**config.mk**
```make
export PLATFORM = sky130hd
export DESIGN_NAME = maquina_cafe_param
export DESIGN_NICKNAME = d
export VERILOG_FILES = /design/src/rtl/maquina_cafe_param.sv
export SDC_FILE = /design/constraint.sdc
export NUM_CORES = 1
export LEC_CHECK = 0
export CORE_MARGIN = 2
export CORE_UTILIZATION = 30
export DETAILED_ROUTE_END_ITERATION = 12
export GPL_TIMING_DRIVEN = 0
export SLEW_MARGIN = 20
export SYNTH_ARGS = -nofsm -noshare
export SYNTH_HDL_FRONTEND = slang
export SYNTH_SLANG_ARGS = --single-unit
export TNS_END_PERCENT = 5
```
**constraint.sdc**
```tcl
create_clock -name clk -period 2.85 [get_ports clk]
set_input_delay 0.57 -clock clk [delete_from_list [all_inputs] [get_ports clk]]
set_output_delay 0.57 -clock clk [all_outputs]
set_load 0.02 [all_outputs]
```
**src/rtl/maquina_cafe_param.sv**
```systemverilog
// Coffee machine sequencer: brews a latched number of cups, refilling the
// reservoir as needed, with abort, fill-timeout fault and fault acknowledge.
module maquina_cafe_param #(
    parameter int CUPS_W   = 3,
    parameter int MOER_CYC = 4,
    parameter int EXTR_CYC = 8,
    parameter int FILL_MAX = 16
) (
    input  logic              clk,
    input  logic              reset,
    input  logic              start,
    input  logic [CUPS_W-1:0] cups,
    input  logic              agua_enchida,
    input  logic              abort,
    input  logic              ack_erro,
    output logic [3:0]        state,
    output logic              busy,
    output logic              done,
    output logic              erro,
    output logic [CUPS_W-1:0] cups_done
);

    localparam int MAX_A   = (MOER_CYC > EXTR_CYC) ? MOER_CYC : EXTR_CYC;
    localparam int MAX_CYC = (MAX_A > FILL_MAX) ? MAX_A : FILL_MAX;
    localparam int CNT_W   = $clog2(MAX_CYC + 1);

    localparam logic [CNT_W-1:0] MOER_LAST = CNT_W'(MOER_CYC - 1);
    localparam logic [CNT_W-1:0] EXTR_LAST = CNT_W'(EXTR_CYC - 1);
    localparam logic [CNT_W-1:0] FILL_LAST = CNT_W'(FILL_MAX - 1);

    typedef enum logic [3:0] {
        IDLE                = 4'd1,
        LIGAR_MAQUINA       = 4'd2,
        VERIFICAR_AGUA      = 4'd3,
        ENCHER_RESERVATORIO = 4'd4,
        MOER_CAFE           = 4'd5,
        COLOCAR_NO_FILTRO   = 4'd6,
        PASSAR_AGITADOR     = 4'd7,
        TAMPEAR             = 4'd8,
        REALIZAR_EXTRACAO   = 4'd9,
        ERRO                = 4'd10
    } state_t;

    state_t            state_reg, state_next;
    logic [CNT_W-1:0]  cnt_reg, cnt_next;
    logic [CUPS_W-1:0] cups_reg, cups_next;
    logic [CUPS_W-1:0] cups_done_reg, cups_done_next;
    logic [CUPS_W-1:0] cups_done_inc;
    logic              done_next;
    logic              busy_reg, done_reg, erro_reg;

    function automatic logic is_busy(input state_t s);
        is_busy = (s >= LIGAR_MAQUINA) && (s <= REALIZAR_EXTRACAO);
    endfunction

    assign cups_done_inc = cups_done_reg + 1'b1;

    always_comb begin
        state_next     = state_reg;
        cnt_next       = '0;
        cups_next      = cups_reg;
        cups_done_next = cups_done_reg;
        done_next      = 1'b0;
        case (state_reg)
            IDLE: begin
                if (start && (cups != '0)) begin
                    cups_next      = cups;
                    cups_done_next = '0;
                    state_next     = LIGAR_MAQUINA;
                end
            end
            LIGAR_MAQUINA:  state_next = VERIFICAR_AGUA;
            VERIFICAR_AGUA: state_next = agua_enchida ? MOER_CAFE : ENCHER_RESERVATORIO;
            ENCHER_RESERVATORIO: begin
                cnt_next = cnt_reg + 1'b1;
                if (agua_enchida)
                    state_next = VERIFICAR_AGUA;
                else if (cnt_reg == FILL_LAST)
                    state_next = ERRO;
            end
            MOER_CAFE: begin
                cnt_next = cnt_reg + 1'b1;
                if (cnt_reg == MOER_LAST)
                    state_next = COLOCAR_NO_FILTRO;
            end
            COLOCAR_NO_FILTRO: state_next = PASSAR_AGITADOR;
            PASSAR_AGITADOR:   state_next = TAMPEAR;
            TAMPEAR:           state_next = REALIZAR_EXTRACAO;
            REALIZAR_EXTRACAO: begin
                cnt_next = cnt_reg + 1'b1;
                if (cnt_reg == EXTR_LAST) begin
                    cups_done_next = cups_done_inc;
                    if (cups_done_inc == cups_reg) begin
                        state_next = IDLE;
                        done_next  = 1'b1;
                    end else begin
                        state_next = VERIFICAR_AGUA;
                    end
                end
            end
            ERRO: begin
                if (ack_erro)
                    state_next = IDLE;
            end
            default: state_next = IDLE;
        endcase

        // Abort overrides everything in busy states, including a finishing cup.
        if (abort && is_busy(state_reg)) begin
            state_next     = IDLE;
            cups_done_next = cups_done_reg;
            done_next      = 1'b0;
        end

        // Every dwell starts counting from zero on entry.
        if (state_next != state_reg)
            cnt_next = '0;
    end

    always_ff @(posedge clk) begin
        if (reset) begin
            state_reg     <= IDLE;
            cnt_reg       <= '0;
            cups_reg      <= '0;
            cups_done_reg <= '0;
            busy_reg      <= 1'b0;
            done_reg      <= 1'b0;
            erro_reg      <= 1'b0;
        end else begin
            state_reg     <= state_next;
            cnt_reg       <= cnt_next;
            cups_reg      <= cups_next;
            cups_done_reg <= cups_done_next;
            busy_reg      <= is_busy(state_next);
            done_reg      <= done_next;
            erro_reg      <= (state_next == ERRO);
        end
    end

    assign state     = state_reg;
    assign busy      = busy_reg;
    assign done      = done_reg;
    assign erro      = erro_reg;
    assign cups_done = cups_done_reg;

endmodule

```
=== Yosys cells after proc, flatten, opt, wreduce, memory -nomap -nowiden ===
Cells that the tools add are included.

* RAM bits: 0
* Bits of input ports: 9
* Flip-flop bits (word level): 18
* Latch bits: 0
* Memories: 0
* Memory bits (read-only): 0
* Output and inout bits: 10

* Equal/unequal tests: 18
* Reductions and logical operators: 11
* Magnitude comparators: 4
* Div/mod/pow operators: 0
* Bitwise logic cells: 4
* Multipliers: 0
* Shifts and indexed selects: 0
* Multiplexer cells: 14
* Add/subtract/negate cells: 2

{| class="wikitable"
|+ Operators by type and width
! kind !! number
|-
| 4-bit one-hot mux with 10 select lines || 1
|-
| 4-bit two-way mux || 7
|-
| 4-bit by 3-bit equality test with 1-bit output (second input constant) || 4
|-
| 4-bit equality test (second input constant) || 4
|-
| 4-bit by 2-bit equality test with 1-bit output (second input constant) || 2
|-
| 4-bit by 2-bit >= comparator with 1-bit output (second input constant) || 2
|-
| 4-bit less-or-equal comparator (second input constant) || 2
|-
| 3-bit two-way mux || 2
|-
| 3-bit one-hot mux with 2 select lines || 1
|-
| 3-bit OR reduction || 2
|-
| 5-bit by 1-bit adder with 5-bit output (second input constant) || 1
|-
| 5-bit by 2-bit equality test with 1-bit output (second input constant) || 1
|-
| 5-bit by 3-bit equality test with 1-bit output (second input constant) || 1
|-
| 5-bit by 4-bit equality test with 1-bit output (second input constant) || 1
|-
| 4-bit by 1-bit equality test with 1-bit output (second input constant) || 1
|-
| 1-bit logical AND || 4
|-
| 2-bit != test (second input constant) || 2
|-
| 4-bit != test || 1
|-
| 1-bit NOT || 4
|-
| 4-bit AND reduction || 1
|-
| 4-bit OR reduction || 1
|-
| 3-bit by 1-bit adder with 3-bit output (second input constant) || 1
|-
| 3-bit equality test || 1
|-
| 3-bit nonzero test || 1
|-
| other kinds (4) || 5
|}

=== Longest topological paths before layout ===
Gate-level depths: netlist of the first run.

* Depth in word-level cells: 8
* Depth in mapped cells: 8
* Mapped depth without buffers: 8

=== Worst setup path before layout of the first run ===
OpenSTA, ideal clock, no wires.

* Path kind: reg-to-reg
* Start point: register cnt_reg[0]
* End point: register cnt_reg[2]
* Cell stages (with the launch flop): 9
* Required time: 2721 ps
* Period minus slack after synthesis: 2056 ps
* Path buffers: 0
* Arrival: 1927 ps
* Setup slack: 794 ps
* Cell sequence: dfxtp_1 > ha_1 > and3_1 > ha_1 > or4b_2 > nand2_1 > a31oi_1 > o211ai_2 > nor4_1

* Word-level cells in the longest chain between the ends: 7

{| class="wikitable"
|+ Ends and longest elaborated chain
! what !! RTL line !! source
|-
| from (decl) || 45 || <nowiki>logic [CNT_W-1:0] cnt_reg, cnt_next;</nowiki>
|-
| from (signal assigned) || 131 || <nowiki>cnt_reg <= cnt_next;</nowiki>
|-
| 5-bit by 4-bit equality test with 1-bit output || 78 || <nowiki>else if (cnt_reg == FILL_LAST)</nowiki>
|-
| 4-bit two-way mux || 78 ||
|-
| 4-bit two-way mux || 76 || <nowiki>if (agua_enchida)</nowiki>
|-
| 4-bit one-hot mux with 10 select lines || 64 || <nowiki>case (state_reg)</nowiki>
|-
| 4-bit two-way mux || 109 || <nowiki>if (abort && is_busy(state_reg)) begin</nowiki>
|-
| 4-bit != test || 116 || <nowiki>if (state_next != state_reg)</nowiki>
|-
| 3-bit OR reduction (no line) || - ||
|}

Parallel ways exist; a longest one is shown, timed or not.
A chain may end at the register's enable or synchronous reset.

=== Worst setup path after layout of the first run ===
* Start point: input port cups[2]
* End point: register erro_reg (netlist: erro)

* Word-level cells in the longest chain between the ends: 6

{| class="wikitable"
|+ Ends and longest elaborated chain
! what !! RTL line !! source
|-
| from (decl) || 12 || <nowiki>input logic [CUPS_W-1:0] cups,</nowiki>
|-
| 3-bit nonzero test || 66 || <nowiki>if (start && (cups != '0)) begin</nowiki>
|-
| 1-bit logical AND || 66 ||
|-
| 4-bit two-way mux || 66 ||
|-
| 4-bit one-hot mux with 10 select lines || 64 ||
|-
| 4-bit two-way mux || 109 ||
|-
| 4-bit equality test || 136 || <nowiki>erro_reg <= (state_next == ERRO);</nowiki>
|-
| to (signal assigned) || 136 ||
|-
| to (decl) || 50 || <nowiki>logic busy_reg, done_reg, erro_reg;</nowiki>
|}

No other way between the ends.

==> impl_results.md, run 1 <==
- Crit path time final: roughly 2.3 ns
- FF-to-FF Start: cnt_reg[0]
- Simple-gate area share of the yosys netlist: 29.5%
- DR pass1 iterations: 4
- Cts bufs inserted: 3
- Final nets: around 170
- Worst setup EP type: flip-flop
- Residual DRC: 0
- Post_cts resized: 0
- Via count of the routed design: 1056
- Layout area overhead: 23.7%
- Vias in the first global route: 1030
- Final Cycle Share: 81.5%
- Worst Hold Endpoint: cnt_reg[0]
- CP max FO: 4
- Gr ovfl total: 0
- DPL Wire Length: between 2 and 2.5 mm
- Max cap viols: 0
- Synth Area in Adders: 3.28%
- Die ar.: 0.00432 mm^2
- Crit-path cells: clkdlybuf4s50_1 > o31ai_1 > or3_1 > buf_6 > nand4_4 > and2_1 > and2b_1
- Number of diodes: 0
- Max reg flops: 5
- 1st-iter DRT viols: 48
- Boundary Pins: 19
- Met2 wire len: 1.41 mm
- Setup Viol. Count Final: 0
- Slowest cell on the critical path: o31ai_1
- Wirelength per Cell: 14.0 um
- CTS root buf: clkbuf_8
- Critical Path RT: about 3 ns
- H-tree Lvls: 1
- CP arrival: approximately 2.5 ns
- Final setup skew: 0.00275 ns
- Wire length on met1: 1.21 mm
- First-pass GRT wire length: between 4 and 5 mm
- Yosys cell types: 47
- Pin count of the biggest net entering global routing: 11
- Clk_lat worst skew: 0.25 ns
- Top delay family on crit path: compound AO/OA/AOI/OAI gates
- Post-Synth XOR/XNOR Area: 7.44%
- Clock transition at path regs: 0.06 ns
- Clock tree buffer depth: 2
- All-Layer GR Usage: between 10% and 20%
- Top layer in use: met4
- Core Footprint: 0.00366 mm^2
- Share of cells above drive strength 1: slightly below 10%
- Syn avg cell area: roughly 8.6 um^2
- R2r endpoint: cnt_reg[2]
- Starting Density: 31.2%
- Die W: 65.7 um
- Final wirelength: approximately 2.8 mm
- Primary FF master, synth: dfxtp_1
- Row count: 22
- Leak Pwr: 0.528 nW
- Setup repair bufs after CTS: 0
- Vias per std cell: 5.25
- Status: complete, no violations
- Ys async rst share: 0%
- Post-synthesis sequential area ratio: 31.5%
- PortBufs: 17
- Worst vdd ir: 0.219 mV
- EDFF count, synth: 0
- Hold Path Class: flip-flop to flip-flop
- Gp weighted congestion: just over 0.8
- Worst setup SP type: primary input
- Mapped Cells: 133
- Die height: 65.7 um
- CP Buf/Inv Count: 2
- R2R cell count: 8
- Mapped cell area: approximately 0.0011 mm^2
- Slew headroom: about half
- Largest family of logic cells by synthesized area: simple AND/OR/NAND/NOR gates
- Worst slew pin tran: 0.752 ns
- RSZ-0062 raised after global routing: false
- Syn_nets: 145
- Final number of hold-violating endpoints: 0
- Flop2flop setup slack: 0.54 ns
- CTS tree: yes
- Cell Pwr Density: 502 mW/mm^2
- F_max: 431 MHz
- Total clock sinks: 18
- Max stage delay on crit path: 0.67 ns
- Mux share of post-synthesis cell area: 4.38%
- Total power: 0.710 mW
- Warnings from Yosys: 0
- Hold Path Origin: cnt_reg[0]
- Antenna violations before repair: 0
- CTS hold repair buffers: 0
- Cells on Worst Hold Path: 1
- Setup CP Type: primary input to flip-flop
- Met3 Routed Length: 158 um
- Post-route ant nets: 0
- Final Max Tran Viols: 0
- Synthesis-stage register bit count: 18
- Post-synthesis compound-gate area fraction: 18.7%
- Setup TNS: 0 ns
==> synthesized netlist by cell type (3+ instances only) <==
library cell,n,area (um^2)
xnor2_1,5,43.8
mux2i_1,5,50.1
o21ai_0,6,30.0
nor4_1,4,25.0
nand2_1,8,30.0
nor2_1,16,60.1
o2111ai_1,3,26.3
nor3_1,3,15.0
a21oi_1,7,35.0
nor2b_1,5,31.3
inv_1,5,18.8
dfxtp_1,18,360
ha_1,3,37.5
==> where the power goes <==
part | leakage [nW] | internal, mW | switching (mW) | total, mW
Clock | 0.0216 | 0.0936 | 0.0749 | 0.168
Sequential | 0.146 | 0.269 | 0.0144 | 0.283
Combinational | 0.360 | 0.115 | 0.143 | 0.258
==> kinds of logic after synthesis <==
logic type / count (synthesis)
buffers and inverters: 12
DFF: 18
muxes: 5
xor gates and xnor gates: 8
and+or+nand+nor: 57
AOI/OAI and AO/OA: 30
adders and majority gates: 3
==> layer usage <==
layer / GRT usage, % / vias to the layer above
li1: - / 524
met1: 16.5 / 488
met2: 22.9 / 40
met3: 2.40 / 4
met4: 8.85 / 0
met5: 0 / -
==> cell type report <==
type                            instances  area [um^2]
Timing Repair Buffer                   17          170
Clock buffer                            3         41.3
Tap cell                               48         60.1
Buffer                                  7         40.0
Multi-Input combinational cell        103          724
Sequential cell                        18          360
Inverter                                5         18.8
Fill cell                             375         2250
==> cells in the final DEF (no fill, tap or decap), types with 3 or more instances in the layout <==
master,netlist,final
dfxtp_1,18,18
ha_1,3,3
a21oi_1,7,7
nand2_1,8,8
nor4_1,4,4
xnor2_1,5,5
o2111ai_1,3,3
clkbuf_8,0,3
nor2b_1,5,5
o21ai_0,6,6
inv_1,5,5
nor3_1,3,3
mux2i_1,5,5
nor2_1,16,16
clkdlybuf4s50_1,0,17
==> through the flow <==
stage / util [%] / setup slack (ns) / std cells / area (um^2) / hold slack, ns
final: 38.7 / 0.528 / 201 / 1420 / 0.461
after floorplan: - / 0.794 / 133 / 1140 / 0.433
after CTS: 38.7 / 0.533 / 201 / 1420 / 0.470
after global routing: 38.7 / 0.392 / 201 / 1420 / 0.502
after global placement: 37.5 / 0.379 / 198 / 1370 / 0.443
after detailed placement: 37.5 / 0.323 / 198 / 1370 / 0.461
==> how the worst max path moves through the flow <==
stage | from | endpoint | slack, ns | cells past startpoint
floorplan | cnt_reg[0] | cnt_reg[2] | 0.79 | 8
global placement | cups[2] | erro | 0.38 | 7
detailed placement | cups[2] | erro | 0.32 | 7
CTS | cnt_reg[0] | cnt_reg[2] | 0.53 | 8
global route | cnt_reg[0] | cnt_reg[4] | 0.39 | 8
finish | cups[2] | erro | 0.53 | 7
Note: power is estimated with default switching activity, not from simulation.
==> run 2, diff against run 1 <==
Clock period 2.85 ns to 2.06 ns, I/O delays scaled along.
==> run 2 against run 1 <==
  * Register-to-register slack worse by 0.49 ns
  * Critical path depth up 1
  * Global-route usage up 0.072 points
  * Critical endpoint is now cnt_reg[1]
  * Clock power up 41%
  * Clock skew down 0.0020 ns
  * Final cell count up 1.0%
  * Clock-buffer cell count unchanged
  * Flip-flop and latch count unchanged
  * Sequential power up 38%
  * Largest cell class unchanged
  * Sequential share of layout area down 1.1 points
  * Non-clock buffer count up 2
==> impl_results.md, run 2 (synthesis results as in run 1) <==
- Clock tree buffer depth: 2 (unchanged)
- Status: complete, no violations (unchanged)
- H-tree Lvls: 1 (unchanged)
- Internal power: 0.664 mW (was 0.477 mW)
- Cell area after placement: 0.00137 mm^2 (unchanged)
- F_max: 499 MHz
- 1st-iter DRT viols: 46 (was 48)
- Starting Density: 31.2% (unchanged)
- Leak Pwr: 0.544 nW (was 0.528 nW)
- Share of power burned in registers: 39.2% (was 39.9%)
- Hold Path Class: flip-flop to flip-flop (unchanged)
- Fin area: 0.00150 mm^2 (was 0.00142 mm^2)
- Non-Filler Instances: 203 (was 201)
- Worst setup SP type: flip-flop (was primary input)
- Gr ovfl total: 0 (unchanged)
- Total clock sinks: 18 (unchanged)
- Commonest non-fill, non-tap cell in the layout: clkdlybuf4s50_1 (was dfxtp_1)
- FF-to-FF Start: cnt_reg[0] (unchanged)
- Die W: 65.7 um (unchanged)
- CP max FO: 5 (was 4)
- Final setup skew: 0.000784 ns (was 0.00275 ns)
- Net Sw Power: 0.333 mW (was 0.232 mW)
- Hold Path Origin: cnt_reg[0] (unchanged)
- Critical Path RT: 2.18 ns (was 3.00 ns)
- All-Layer GR Usage: 13.9% (about the same)
- Max cap viols: 0 (unchanged)
- Cell Pwr Density: 664 mW/mm^2 (was 502 mW/mm^2)
- Row count: 22 (unchanged)
- Vias per std cell: 5.27 (was 5.25)
- Post-route ant nets: 0 (unchanged)
- Core Footprint: 0.00366 mm^2 (unchanged)
- Die height: 65.7 um (unchanged)
- Final Cycle Share: 97.4%
- Switching share of power: 33.4% (was 32.7%)
- Number of diodes: 0 (unchanged)
- DPL Wire Length: 2.10 mm (unchanged)
- Vias in the first global route: 1030 (unchanged)
- Share of cells above drive strength 1: 18.1% (was 9.80%)
- Share of the core filled with cells: 41.0% (was 38.7%)
- Crit path time final: 2.01 ns
- Clk_lat worst skew: 0.25 ns (about the same)
- Final wirelength: 2.87 mm (was 2.82 mm)
- CTS tree: yes (unchanged)
- Combinational share of power: 37.0% (was 36.4%)
- Clock power share: 23.8% (was 23.7%)
- CP arrival: 2.12 ns (was 2.47 ns)
- Clock transition at path regs: 0.06 ns (about the same)
- Setup Viol. Count Final: 0 (unchanged)
- Post-Place Cells: 198 (unchanged)
- Final Max Tran Viols: 0 (unchanged)
- Final number of hold-violating endpoints: 0 (unchanged)
- Hold WS: 0.450 ns (was 0.461 ns)
- Worst Setup SP: cnt_reg[0] (was cups[2])
- RSZ-0062 raised after global routing: true (was false)
- Slew headroom: 64.1% (was 49.4%)
- Worst slew pin tran: 0.536 ns (was 0.752 ns)
- Worst setup EP type: flip-flop (unchanged)
- Worst vdd ir: 0.305 mV (was 0.219 mV)
- Via count of the routed design: 1070 (was 1056)
- Die ar.: 0.00432 mm^2 (unchanged)
- Most frequent cells in the layout: clkdlybuf4s50_1 (17), nor2_1 (16), dfxtp_1 (16), nand2_1 (7), a21oi_1 (7) (was dfxtp_1 (18), clkdlybuf4s50_1 (17), nor2_1 (16), nand2_1 (8), a21oi_1 (7))
- Setup CP Type: flip-flop to flip-flop (was primary input to flip-flop)
- Cts bufs inserted: 3 (unchanged)
- Fillers: 364 (was 375)
- Final nets: 169 (was 167)
- First-pass GRT wire length: 4.64 mm (was 4.62 mm)
- Pin count of the biggest net entering global routing: 11 (unchanged)
- DR pass1 iterations: 5 (was 4)
- Boundary Pins: 19 (unchanged)
- Setup TNS: 0 ns (unchanged)
- Antenna violations before repair: 0 (unchanged)
- Residual DRC: 0 (unchanged)
- CTS root buf: clkbuf_8 (unchanged)
- Max reg flops: 5 (unchanged)
- Gp weighted congestion: 0.832 (unchanged)
- PortBufs: 17 (unchanged)
- Layout area overhead: 31.3% (was 23.7%)
- Wirelength per Cell: 14.1 um (was 14.0 um)
## run 2: repair_timing
item	4_1_cts	5_1_grt
hold buffers	0	0
endpoints found under the setup margin	7	6
gates resized for setup	8	9
buffers inserted	0	2
pin swaps	5	5
hold endpoints to repair	0	0
## run 2: worst paths after layout
kind | endpoint | slack (ns) | cells past startpoint
hold / removal | cnt_reg[0] | 0.45 | 1
hold reg to reg | cnt_reg[0] | 0.45 | 1
setup reg to reg | cnt_reg[1] | 0.05 | 8
setup / recovery | cnt_reg[1] | 0.05 | 8
## run 2: power groups by stage
stage	sequential [mW]	clock [mW]	combinational (mW)
finish	0.391	0.237	0.369
global route	0.395	0.262	0.399
CTS	0.393	0.246	0.355
detailed placement	0.401	0	0.350
global placement	0.400	0	0.347
floorplan	0.415	0	0.232
## run 2: worst max-delay path, stage by stage, from the launching register on
cell      delay [ns]
dfxtp_4         0.37
ha_4            0.15
and3_4          0.19
ha_4            0.14
or4b_4          0.47
nand2_4         0.08
a31oi_1         0.09
o211ai_2        0.28
nor4_1          0.10
## run 2: routing by layer
layer	up-vias	share of wire, %	track usage (%)
met5	-	0	0
met4	0	1.7	8.85
met3	4	5.3	2.40
met2	37	49	22.9
met1	502	44	16.7
li1	527	-	-
## run 2: cell type report
cell class	count	area [um^2]	share of cell area (%)
Inverter	5	18.8	1.25
Buffer	7	41.3	2.75
Timing Repair Buffer	19	185	12.3
Tap cell	48	60.1	4.00
Sequential cell	18	365	24.3
Multi-Input combinational cell	103	790	52.6
Clock buffer	3	41.3	2.75
## run 2: metrics by stage
stage                     total power [mW]  setup WS (ns)
after CTS                            0.994         0.0167
after floorplan                      0.647        0.00410
after detailed placement             0.751         -0.309
after global placement               0.746         -0.253
final                                0.997         0.0540
after global routing                  1.06        -0.0204
==> run 3, diff against run 2 <==
Settings changed: CTS_CLUSTER_DIAMETER set to 40.
Clock period 2.06 ns to 2.2 ns, I/O delays scaled along.
==> run 3 against run 2 <==
  * Final cell count grew 0.49%
  * Register-to-register slack gained 0.10 ns
  * Highest routed layer unchanged
  * Clock-buffer cell count is the same
  * Flip-flop and latch count is the same
  * Core utilization shrank 0.55 points
  * Combinational power shrank 7.6%
  * Setup slack gained 0.10 ns
  * Via count grew 0.47%
  * Non-clock buffer count grew 1
==> impl_results.md, run 3 (synthesis results as in run 1) <==
- Post-route ant nets: 0 (unchanged)
- Final nets: 170 (was 169)
- Worst vdd ir: 0.286 mV (was 0.305 mV)
- Final wirelength: 2.86 mm (was 2.87 mm)
- Combinational share of power: 36.8% (was 37.0%)
- Most frequent cells in the layout: clkdlybuf4s50_1 (17), nor2_1 (16), dfxtp_1 (16), nand2_1 (7), a21oi_1 (7) (unchanged)
- Leak Pwr: 0.544 nW (about the same)
- Critical Path RT: 2.31 ns (was 2.18 ns)
- Die ar.: 0.00432 mm^2 (unchanged)
- Non-Filler Instances: 204 (was 203)
- Worst slew pin tran: 0.517 ns (was 0.536 ns)
- RSZ-0062 raised after global routing: false (was true)
- Clock tree buffer depth: 2 (unchanged)
- Final Max Tran Viols: 0 (unchanged)
- Core Footprint: 0.00366 mm^2 (unchanged)
- Layout area overhead: 29.5% (was 31.3%)
- PortBufs: 17 (unchanged)
- Wirelength per Cell: 14.0 um (was 14.1 um)
- Final setup skew: 0.00266 ns (was 0.000784 ns)
- Worst setup SP type: flip-flop (unchanged)
- Final number of hold-violating endpoints: 0 (unchanged)
- CP max FO: 5 (unchanged)
- Share of power burned in registers: 39.5% (was 39.2%)
- Antenna violations before repair: 0 (unchanged)
- H-tree Lvls: 1 (unchanged)
- Slew headroom: 65.4% (was 64.1%)
- Crit path time final: 2.04 ns (was 2.01 ns)
- Setup CP Type: flip-flop to flip-flop (unchanged)
- Row count: 22 (unchanged)
- Vias per std cell: 5.27 (about the same)
- Internal power: 0.619 mW (was 0.664 mW)
- Max cap viols: 0 (unchanged)
- Max reg flops: 5 (unchanged)
- CP arrival: 2.16 ns (was 2.12 ns)
- Hold Path Class: flip-flop to flip-flop (unchanged)
- Total power: 0.927 mW (was 0.997 mW)
- F_max: 490 MHz (was 499 MHz)
- First-pass GRT wire length: 4.64 mm (unchanged)
- Setup TNS: 0 ns (unchanged)
- Status: complete, no violations (unchanged)
- DR pass1 iterations: 4 (was 5)
- CTS tree: yes (unchanged)
- Clk_lat worst skew: 0.25 ns (about the same)
- 1st-iter DRT viols: 52 (was 46)
- Commonest non-fill, non-tap cell in the layout: clkdlybuf4s50_1 (unchanged)
- Cts bufs inserted: 3 (unchanged)
- Switching share of power: 33.2% (was 33.4%)
- Fillers: 365 (was 364)
- Die height: 65.7 um (unchanged)
- Clock power share: 23.6% (was 23.8%)
- Final Cycle Share: 92.8% (was 97.4%)
- Cell Pwr Density: 626 mW/mm^2 (was 664 mW/mm^2)
- Starting Density: 31.2% (unchanged)
- Die W: 65.7 um (unchanged)
- Vias in the first global route: 1030 (unchanged)
- Boundary Pins: 19 (unchanged)
- Post-Place Cells: 198 (unchanged)
- Clock transition at path regs: 0.06 ns (about the same)
- Via count of the routed design: 1075 (was 1070)
- Total clock sinks: 18 (unchanged)
- Gr ovfl total: 0 (unchanged)
- Residual DRC: 0 (unchanged)
- Share of cells above drive strength 1: 16.7% (was 18.1%)
- Net Sw Power: 0.308 mW (was 0.333 mW)
- Number of diodes: 0 (unchanged)
- Hold WS: 0.449 ns (was 0.450 ns)
- Setup Viol. Count Final: 0 (unchanged)
- CTS root buf: clkbuf_8 (unchanged)
- Gp weighted congestion: 0.832 (unchanged)
- All-Layer GR Usage: 13.9% (unchanged)
- DPL Wire Length: 2.10 mm (unchanged)
- Pin count of the biggest net entering global routing: 11 (unchanged)
- Worst setup EP type: flip-flop (unchanged)
-- run 3: layer usage --
layer	share of wire (%)	vias to the layer above	global-route usage (%)
li1	-	533	-
met1	43	493	16.7
met2	50	43	22.9
met3	6.1	6	2.40
met4	1.6	0	8.85
met5	0	-	0
-- run 3: power by group through the flow --
stage          Combinational, mW  Sequential [mW]  Clock, mW
6_report                   0.341            0.366      0.219
5_1_grt                    0.371            0.370      0.244
4_1_cts                    0.330            0.368      0.230
3_5_place_dp               0.328            0.375          0
3_3_place_gp               0.325            0.374          0
2_1_floorplan              0.218            0.388          0
-- run 3: worst paths after layout --
check / start / end / slack [ns] / cells after the start
worst max-delay path: cnt_reg[0] / cnt_reg[1] / 0.16 / 8
worst min-delay path: cnt_reg[0] / cnt_reg[0] / 0.45 / 1
worst max register to register: cnt_reg[0] / cnt_reg[1] / 0.16 / 8
worst min register to register: cnt_reg[0] / cnt_reg[0] / 0.45 / 1
-- run 3: critical path: stages, from the launching register on --
cell and delay [ns]:
dfxtp_4 0.37, ha_4 0.15, and3_1 0.16, ha_2 0.19
or4b_4 0.46, nand2_2 0.09, a31oi_1 0.10, o211ai_2 0.29
nor4_1 0.10
-- run 3: per-stage QoR --
stage | instance area (um^2) | util, % | setup WS [ns]
6_report | 1480 | 40.5 | 0.157
5_1_grt | 1480 | 40.5 | 0.0106
4_1_cts | 1440 | 39.2 | 0.00593
3_5_place_dp | 1370 | 37.5 | -0.197
3_3_place_gp | 1370 | 37.5 | -0.141
2_1_floorplan | 1140 | - | 0.144
-- run 3: timing repair --
| item | CTS | global route |
|---|---|---|
| setup endpoints to repair | 6 | 7 |
| pin swaps | 3 | 6 |
| hold buffers | 0 | 0 |
| setup buffers | 0 | 3 |
| gates resized for setup | 6 | 5 |
-- run 3: layout make-up --
| class | count | area [um^2] | share of cell area, % |
|---|---|---|---|
| Tap cell | 48 | 60.1 | 4.05 |
| Buffer | 7 | 40.0 | 2.70 |
| Multi-Input combinational cell | 103 | 763 | 51.5 |
| Clock buffer | 3 | 41.3 | 2.79 |
| Sequential cell | 18 | 365 | 24.7 |
| Inverter | 5 | 18.8 | 1.27 |
| Timing Repair Buffer | 20 | 193 | 13.0 |
